==> src/rtl/sseg_scan.sv <==
// +----------------------------------------------------------------------------+
// | sseg_scan: four-digit multiplexed seven-segment scan controller with a     |
// | double-buffered hex value. Define SSEG_LZ_BLANK_EN for leading-zero blank. |
// | Revision: 1.0                                                              |
// +----------------------------------------------------------------------------+
`default_nettype none

module sseg_scan #(
  parameter int REFRESH_DIV = 100000,
  parameter int GUARD       = 16
) (
  input  logic        clk,
  input  logic        rst_n,
  input  logic [15:0] value,
  input  logic        load,
  input  logic [3:0]  dig_en,
  output logic [3:0]  digit,
  output logic [3:0]  an,
  output logic        frame_tick
);

  localparam int            CW      = $clog2(REFRESH_DIV);
  localparam logic [CW-1:0] C_LAST  = CW'(REFRESH_DIV - 1);
  localparam logic [CW-1:0] C_GUARD = CW'(GUARD);

  logic [CW-1:0] r_div_cnt;
  logic [1:0]    r_idx;
  logic [15:0]   r_shadow;
  logic [15:0]   r_active;
  logic          r_pending;

  logic          w_slot_end;
  logic          w_frame_end;
  logic [CW-1:0] w_div_nxt;
  logic [1:0]    w_idx_nxt;
  logic [15:0]   w_active_nxt;
  logic [15:0]   w_shadow_nxt;
  logic          w_pending_nxt;
  logic [3:0]    w_supp;
  logic          w_lit;
  logic [3:0]    w_an_nxt;
  logic [3:0]    w_digit_nxt;

  always_comb begin
    w_slot_end    = (r_div_cnt == C_LAST);
    w_frame_end   = w_slot_end && (r_idx == 2'd3);
    w_div_nxt     = w_slot_end ? '0 : r_div_cnt + 1'b1;
    w_idx_nxt     = w_slot_end ? r_idx + 2'd1 : r_idx;
    // A load on the boundary edge still swaps in the older shadow first.
    w_active_nxt  = (w_frame_end && r_pending) ? r_shadow : r_active;
    w_shadow_nxt  = load ? value : r_shadow;
    w_pending_nxt = load ? 1'b1 : (w_frame_end ? 1'b0 : r_pending);
  end

`ifdef SSEG_LZ_BLANK_EN
  always_comb begin
    w_supp    = 4'b0000;
    w_supp[1] = ~|w_active_nxt[15:4];
    w_supp[2] = ~|w_active_nxt[15:8];
    w_supp[3] = ~|w_active_nxt[15:12];
  end
`else
  always_comb begin
    w_supp = 4'b0000;
  end
`endif

  // Outputs are computed from next-state so they move on the same edge as idx.
  always_comb begin
    w_lit       = (w_div_nxt >= C_GUARD);
    w_an_nxt    = 4'hF;
    w_digit_nxt = w_active_nxt[{w_idx_nxt, 2'b00} +: 4];
    for (int i = 0; i < 4; i++) begin
      if ((w_idx_nxt == 2'(i)) && dig_en[i] && w_lit && !w_supp[i]) begin
        w_an_nxt[i] = 1'b0;
      end
    end
  end

  always_ff @(posedge clk or negedge rst_n) begin
    if (!rst_n) begin
      r_div_cnt  <= '0;
      r_idx      <= 2'd0;
      r_shadow   <= 16'h0000;
      r_active   <= 16'h0000;
      r_pending  <= 1'b0;
      digit      <= 4'h0;
      an         <= 4'hF;
      frame_tick <= 1'b0;
    end else begin
      r_div_cnt  <= w_div_nxt;
      r_idx      <= w_idx_nxt;
      r_shadow   <= w_shadow_nxt;
      r_active   <= w_active_nxt;
      r_pending  <= w_pending_nxt;
      digit      <= w_digit_nxt;
      an         <= w_an_nxt;
      frame_tick <= w_frame_end;
    end
  end

endmodule

`default_nettype wire

==> config.mk <==
export PLATFORM = sky130hd
export DESIGN_NAME = sseg_scan
export DESIGN_NICKNAME = d
export VERILOG_FILES = /design/src/rtl/sseg_scan.sv
export SDC_FILE = /design/constraint.sdc
export NUM_CORES = 1
export LEC_CHECK = 0
export ABC_AREA = 1
export CORE_MARGIN = 2
export CORE_UTILIZATION = 40
export CTS_BUF_LIST = sky130_fd_sc_hd__clkbuf_2
export DETAILED_ROUTE_END_ITERATION = 16
export SLEW_MARGIN = 20
export SYNTH_ARGS = -nofsm -noshare
export SYNTH_HDL_FRONTEND = slang
export SYNTH_SLANG_ARGS = --single-unit
==> constraint.sdc <==
create_clock -name clk -period 4.6 [get_ports clk]
set_input_delay 0.69 -clock clk [delete_from_list [all_inputs] [get_ports clk]]
set_output_delay 0.69 -clock clk [all_outputs]
set_load 0.01 [all_outputs]
# Yosys cells after proc, flatten, opt, wreduce, memory -nomap -nowiden

Index checks and enable logic that the tools add are counted.

Add/sub/neg operators: 2
Magnitude comparators: 1
Equality and inequality tests: 5
Shifts and indexed selects: 1
Muxes and demuxes: 9
Reductions and logical operators: 12

Operators with widths:

| cell                  | number |
|---|---|
| $add 17x1->17 const B | 1 |
| $eq 17x17->1 const B  | 1 |
| $ge 17x5->1 const B   | 1 |
| $mux 17               | 1 |
| $mux 16               | 1 |
| $shiftx 16x5->4       | 1 |
| $logic_and 1x1->1     | 10 |
| $eq 2x2->1 const B    | 3 |
| $mux 1                | 6 |
| $add 2x1->2 const B   | 1 |
| $eq 2x1->1 const B    | 1 |
| $logic_not 2->1       | 1 |
| $mux 2                | 1 |
| $reduce_bool 2->1     | 1 |

Bits in registers: 61
Output and inout port bits: 9
Word-level logic and storage cells: 38

# Longest topological paths before layout

Depth after elaboration: 6
Mapped depth: 14

# Worst setup path before layout

No wires, ideal clock.

Path kind: register -> register
Start point: reg r_div_cnt[0]
End point: reg digit[2]
Arrival: 1.555 ns
Path slack: 2.929 ns
Stages on the path, launching flop included: 14
Buffers on the path: 1
Clock period less this slack: 1.671 ns
Cells stage by stage: dfrtp_1 > ha_1 > nand2_2 > nor2_4 > nand3_2 > nor2_4 > nand3_4 > buf_6 > nand2_2 > nand2_2 > nand2_1 > nand2_1 > inv_1 > nand2_1

Word-level cells in the longest chain between the ends: 5
Elaborated cells between the ends (all ways): 6
Those cells by class: eq/ne: 1; shift: 1; mux: 2; reduce/logical: 2

RTL lines:

| what                   | line | source |
|---|---|---|
| from (decl)            | 26   | `logic [CW-1:0] r_div_cnt;` |
| from (signal assigned) | 91   | `r_div_cnt <= w_div_nxt;` |
| $eq 17x17->1           | 45   | `w_slot_end = (r_div_cnt == C_LAST);` |
| $logic_and 1x1->1      | 46   | `w_frame_end = w_slot_end && (r_idx == 2'd3);` |
| $logic_and 1x1->1      | 50   | `w_active_nxt = (w_frame_end && r_pending) ? r_shadow : r_active;` |
| $mux 16                | 50   |  |
| via w_active_nxt[14]   | 36   | `logic [15:0] w_active_nxt;` |
| $shiftx 16x5->4        | 72   | `w_digit_nxt = w_active_nxt[{w_idx_nxt, 2'b00} +: 4];` |
| via w_digit_nxt[2]     | 42   | `logic [3:0] w_digit_nxt;` |
| to (signal assigned)   | 96   | `digit <= w_digit_nxt;` |
| to (decl)              | 17   | `output logic [3:0] digit,` |

The timed path passes the listed nets, and every way through them passes these cells.
A chain may end at the register's enable or synchronous reset.

# Worst setup path in the final report

Start point: reg an[1]
End point: out an[1]

RTL lines:

| what                   | line | source |
|---|---|---|
| from (decl)            | 18   | `output logic [3:0] an,` |
| from (signal assigned) | 97   | `an <= w_an_nxt;` |

No word-level cell between the ends.

==> impl_metrics.yaml <==
drt:
  drt-pass1-iter-count: 4
  drt_iter0_markers: 89
  via_per_inst: 4.51
  totalWireLength_mm: 6.22
  drcViolationCount: 0
  dr_total_vias: 2346
  routedWlPerCell_um: 12.0
  antenna_left: 0
clock_tree:
  cts_resized: 0
  clock-root-buffer: "clkbuf_2"
  clock_path_buffers: 2
  cts_tree: "yes"
  cts_buffers: 9
  clock-sinks: 61
  hold_buffers: 0
  post_cts_buffers: 0
  clk-insertion-delay-late_ns: 0.50
  path_clk_slew_ns: 0.19
  htreeDepth: 3
final_layout:
  fillCellCount: 737
  layout_common_cells: "152 x nand2_1, 57 x dfrtp_1, 39 x inv_1, 30 x clkdlybuf4s50_1"
  area_delta_synth_final_pct: 17.0
  drive_gt1_share_pct: 16.2
  multi_input_area_mm2: 0.00130
  regArea_mm2: 0.00153
  final_common_cell: "nand2_1"
  final_nets: 441
  final_cell_count_no_fill: 520
  antenna_cells: 0
worst_setup_path:
  worstSetupPathType: "register to output port"
  critPathCaptureType: "output port"
  reg2reg_slack_ns: 2.54
  rr_endpoint: "digit[2]"
  worstPathRequired_ns: 3.91
  cp-endpoint: "an[1]"
  reg2reg_depth: 13
  startpoint: "an[1]"
  cp_max_fo: 1
  crit_cells: 1
  critPathSlowestCell: "dfstp_2"
  cpPeakStageDelay_ns: 0.56
  cp_num_buf_inv: 1
  worstPathCellList: "clkdlybuf4s50_1"
  startpoint_type: "register"
  arrival_ns: 1.59
  path_delay_family: "flip-flops"
  reg2reg_from: "r_div_cnt[0]"
power_and_ir_drop:
  p_leak_uw: 0.00189
  vdd_drop_max_mv: 0.137
  power_density_mw_per_mm2: 277
floorplan:
  num_io_pins: 32
  die-area_mm2: 0.00833
  start_util_pct: 41.6
  die_x_um: 91.3
  core_area_mm2: 0.00733
  rows: 31
  die_height_um: 91.3
global_routing:
  grt_first_pass_wirelength_mm: 10.9
  grtUsageTotal_pct: 16.6
  grt_max_degree: 62
  use_met3_pct: 3.57
  grt-ovfl-total: 0
  antenna_found_initial: 0
  grt_busiest_layer: "met2"
  grt_use_met1_pct: 20.8
  grt_pass1_vias: 2326
  gr-usage-met2_pct: 27.2
timing:
  grt_setup_unrepaired: "no"
  setup_viol: 0
  slew_headroom_pct: 49.1
  fin_crit_sh_pct: 49.6
  fin_worst_skew_ns: 0.0236
  tightest_slew_ns: 0.764
  min_period_ns: 2.28
  fmax_ghz: 0.439
  fin_setup_tns_ns: 0
  timing_hold_violations_final: 0
  slew_viol_final: 0
status:
  outcome: "complete, no violations"
yosys:
  ys_ff_latch: 61
  ys_seq_area_share_pct: 50.2
  synth_top_cell_by_area: "dfrtp_1"
  avgSynthCellArea_um2: 8.00
  ys_warn_count: 0
  syn_inst: 381
  syn_area_mm2: 0.00305
  yosysTopAreaCellShare_pct: 46.8
  synth.net_count: 406
  synthTopCellsByArea: "dfrtp_1 47%, nand2_1 19%, nand2_2 5.7%"
  synth_cell_types: 28
placed_design:
  gp_congestion: 0.882
  port_buffers: 31
  place_hpwl_mm: 4.55
  placed_cells: 504
job:
  maxCapViolCount: 0
min_path:
  worstHoldPathType: "primary input to asynchronous set/reset pin"
[state kept, by name, indices dropped and copies added (netlist names)]
signal / cells
an: 4
digit: 4
frame_tick: 1
r_active: 16
r_div_cnt: 17
r_idx: 2
r_pending: 1
r_shadow: 16
[cell usage after synthesis]
cell,count
nand2_1,152
xnor2_1,1
dfrtp_1,57
xor2_1,2
o21ai_2,1
nor2_2,2
dfstp_2,4
and2_1,1
o21ai_0,3
ha_1,2
nand4_1,1
nor2_8,1
nand3_2,3
nor3_2,1
and3_1,4
nand2_4,2
buf_6,3
buf_2,2
nor2_4,6
clkbuf_1,3
nand3_4,1
inv_2,3
o21bai_1,3
nand2_2,28
inv_1,39
clkinv_1,2
nor2_1,28
nand3_1,26
[how the worst min path moves through the flow]
stage	start	endpoint	slack [ns]	cells after the start
6_report	rst_n	r_div_cnt[11]	0.30	2
5_1_grt	rst_n	r_div_cnt[11]	0.35	2
4_1_cts	rst_n	r_div_cnt[11]	0.32	2
3_5_place_dp	r_active[12]	r_active[12]	0.46	2
3_3_place_gp	r_active[7]	r_active[7]	0.45	2
2_1_floorplan	rst_n	digit[0]	0.39	0
[cell type report]
cell class                      instances  area share, %
Inverter                               44           4.63
Clock inverter                          7           2.53
Multi-Input combinational cell        268           36.4
Clock buffer                            9           1.26
Timing Repair Buffer                   32           8.78
Tap cell                               99           3.47
Sequential cell                        61           43.0
[report_power, final]
group / internal [µW] / switching (µW) / total [µW]
Clock: 177 / 205 / 382
Combinational: 22.9 / 22.9 / 45.8
Sequential: 550 / 8.83 / 559
[through the flow]
| step | power (µW) | utilization (%) | setup WS (ns) | area [µm²] | hold slack, ns |
|---|---|---|---|---|---|
| after CTS | 998 | 48.6 | 2.29 | 3560 | 0.318 |
| final | 987 | 48.6 | 2.32 | 3560 | 0.297 |
| after detailed placement | 616 | 46.8 | 2.23 | 3430 | 0.460 |
| after global placement | 615 | 46.8 | 2.24 | 3430 | 0.454 |
| after floorplan | 580 | - | 2.93 | 3050 | 0.394 |
| after global routing | 1030 | 48.6 | 2.26 | 3560 | 0.346 |
[per-layer routing]
| layer | share of wire, % | vias up |
|---|---|---|
| li1 | - | 1230 |
| met1 | 47 | 1061 |
| met2 | 48 | 40 |
| met3 | 3.1 | 15 |
| met4 | 2.3 | 0 |
| met5 | 0 | - |
[cells by family after synthesis]
group	after synthesis	share of synthesized area [%]
AOI/OAI and AO/OA	7	1.52
xor gates and xnor gates	3	0.862
adders and majority gates	2	0.821
buffers and inverters	52	7.22
DFF	61	50.2
and+or+nand+nor	256	39.3
Note: power is estimated with default switching activity, not from simulation.
==> RTL change (same settings) <==
`REFRESH_DIV`: 100000 -> 400000.
--- a/src/rtl/sseg_scan.sv
+++ b/src/rtl/sseg_scan.sv
@@ -7,5 +7,5 @@
 
 module sseg_scan #(
-  parameter int REFRESH_DIV = 100000,
+  parameter int REFRESH_DIV = 400000,
   parameter int GUARD       = 16
 ) (
Formal check against the unedited RTL: no difference found for any inputs over 10 cycles, from zero or initial values and one cycle with rst_n low; that may be too few to reach the edited logic, so the function may still have changed.
==> RTL change against the original RTL <==
Largest power group unchanged. Critical path type is now register to register. Die area grew 0.32%. Cell area grew 1.0%. Largest cell class unchanged. Clock skew grew 0.0084 ns. Routed wire length grew 0.79%. Combinational power grew 5.0%. Synthesized area grew 0.33%. Sequential cell count grew 2. Critical path depth grew 11. Worst setup slack lost 0.059 ns. First-iteration DRC count grew to 2.7 times the old value. Total power grew 7.8%. Non-clock buffer count is the same. Critical endpoint is now digit[3].
==> RTL change: results (changes against the original RTL) <==
| Metric | Value |
|---|---|
| Worst Skew | `0.03207 ns (was 0.02365 ns)` |
| Largest regs | `r_div_cnt: 19 flops, r_active: 16 flops, r_shadow: 16 flops (was r_div_cnt: 17 flops, r_active: 16 flops, r_shadow: 16 flops)` |
| Vias in the first global route | `2332 (was 2326)` |
| Max VDD drop | `0.1355 mV (was 0.1371 mV)` |
| Area share of fa/ha/maj cells after synthesis | `0.008183 (was 0.008210)` |
| Synth top area cells | `dfrtp_1 (48%), nand2_1 (20%), inv_1 (5.2%) (was dfrtp_1 (47%), nand2_1 (19%), nand2_2 (5.7%))` |
| Placed cell count | `515 (was 504)` |
| Reg2reg end | `digit[3] (was digit[2])` |
| P_leak | `1.892 nW (was 1.891 nW)` |
| Synth Area in Compound Gates | `0.03642 (was 0.01519)` |
| R2R depth | `12 (was 13)` |
| Vias | `2431 (was 2346)` |
| Post-synth top cells | `nand2_1 (159), dfrtp_1 (59), inv_1 (42), nor2_1 (36), nand3_1 (19) (was nand2_1 (152), dfrtp_1 (57), inv_1 (39), nand2_2 (28), nor2_1 (28))` |
| Status | `completed (unchanged)` |
| Layout area overhead | `17.76% (was 16.95%)` |
| Sw frac | `0.2241 (was 0.2396)` |
| Hpwl dp | `4488 um (was 4551 um)` |
| Seq/Total Area, Yosys | `0.5172 (was 0.5025)` |
| Tot GR Track Use | `0.1665 (was 0.1662)` |
| Pre-CTS setup slack | `2.256 ns (was 2.230 ns)` |
| Max-slew headroom | `0.4833 (was 0.4908)` |
| Pin count of the biggest net entering global routing | `64 (was 62)` |
| Initial DRC count | `236 (was 89)` |
| First-pass GRT wire length | `11040 um (was 10870 um)` |
| Worst hold slack | `0.3453 ns (was 0.2969 ns)` |
| DRT Wirelength | `6269 um (was 6220 um)` |
| Syn avg cell area | `7.781 um^2 (was 8.000 um^2)` |
## RTL change: cell types whose count changed in the layout (fill, tap and decap cells not counted), moves of 4 or more
cell and delta:
nand3_1 -7, nand4_1 +14, nand2_2 -26, o21ai_0 +5, o21ai_2 +4, nor2_1 +8
nand2_1 +7, nor2_4 -5
## RTL change: power by group through the flow
stage | clock network (mW) | logic (mW) | registers [mW]
after global routing | 0.484 | 0.0563 | 0.576
after detailed placement | 0 | 0.0498 | 0.584
after CTS | 0.453 | 0.0501 | 0.574
final | 0.442 | 0.0481 | 0.573
after floorplan | 0 | 0.0158 | 0.582
after global placement | 0 | 0.0495 | 0.583
## RTL change: logic make-up after synthesis
logic type               Yosys count
AO/OA/AOI/OAI                     18
AND/OR/NAND/NOR                  246
adder cells (fa/ha/maj)            2
XOR/XNOR                           3
flip-flops                        63
buffers and inverters             61
## RTL change: final cells by class
| cell class | count | area share |
|---|---|---|
| inverter | 52 | 0.05420 |
| clock inverter | 6 | 0.03023 |
| clock buffer | 10 | 0.01390 |
| sequential | 63 | 0.4392 |
| multi-input combinational | 269 | 0.3412 |
| timing repair buffer | 32 | 0.08687 |
| tap | 99 | 0.03440 |
## RTL change: worst max-delay path, stage by stage, from the launching register on
cell	delay [ns]
dfrtp_1	0.43
ha_1	0.24
nand2_2	0.10
nor2_4	0.19
nand3_4	0.12
nor2_8	0.26
nand3_2	0.41
nand2_1	0.17
nand2_1	0.10
nand2_1	0.09
nand2_1	0.05
clkinv_1	0.04
nand2_1	0.04
## RTL change: per-layer routing
metal,share of wire,wire length [um],vias to the layer above,track usage
met5,0,0,-,0
met4,0.019,118,0,0.07323
met3,0.045,284,11,0.03485
met2,0.41,2568,57,0.2273
met1,0.53,3298,1080,0.2516
li1,-,-,1283,-
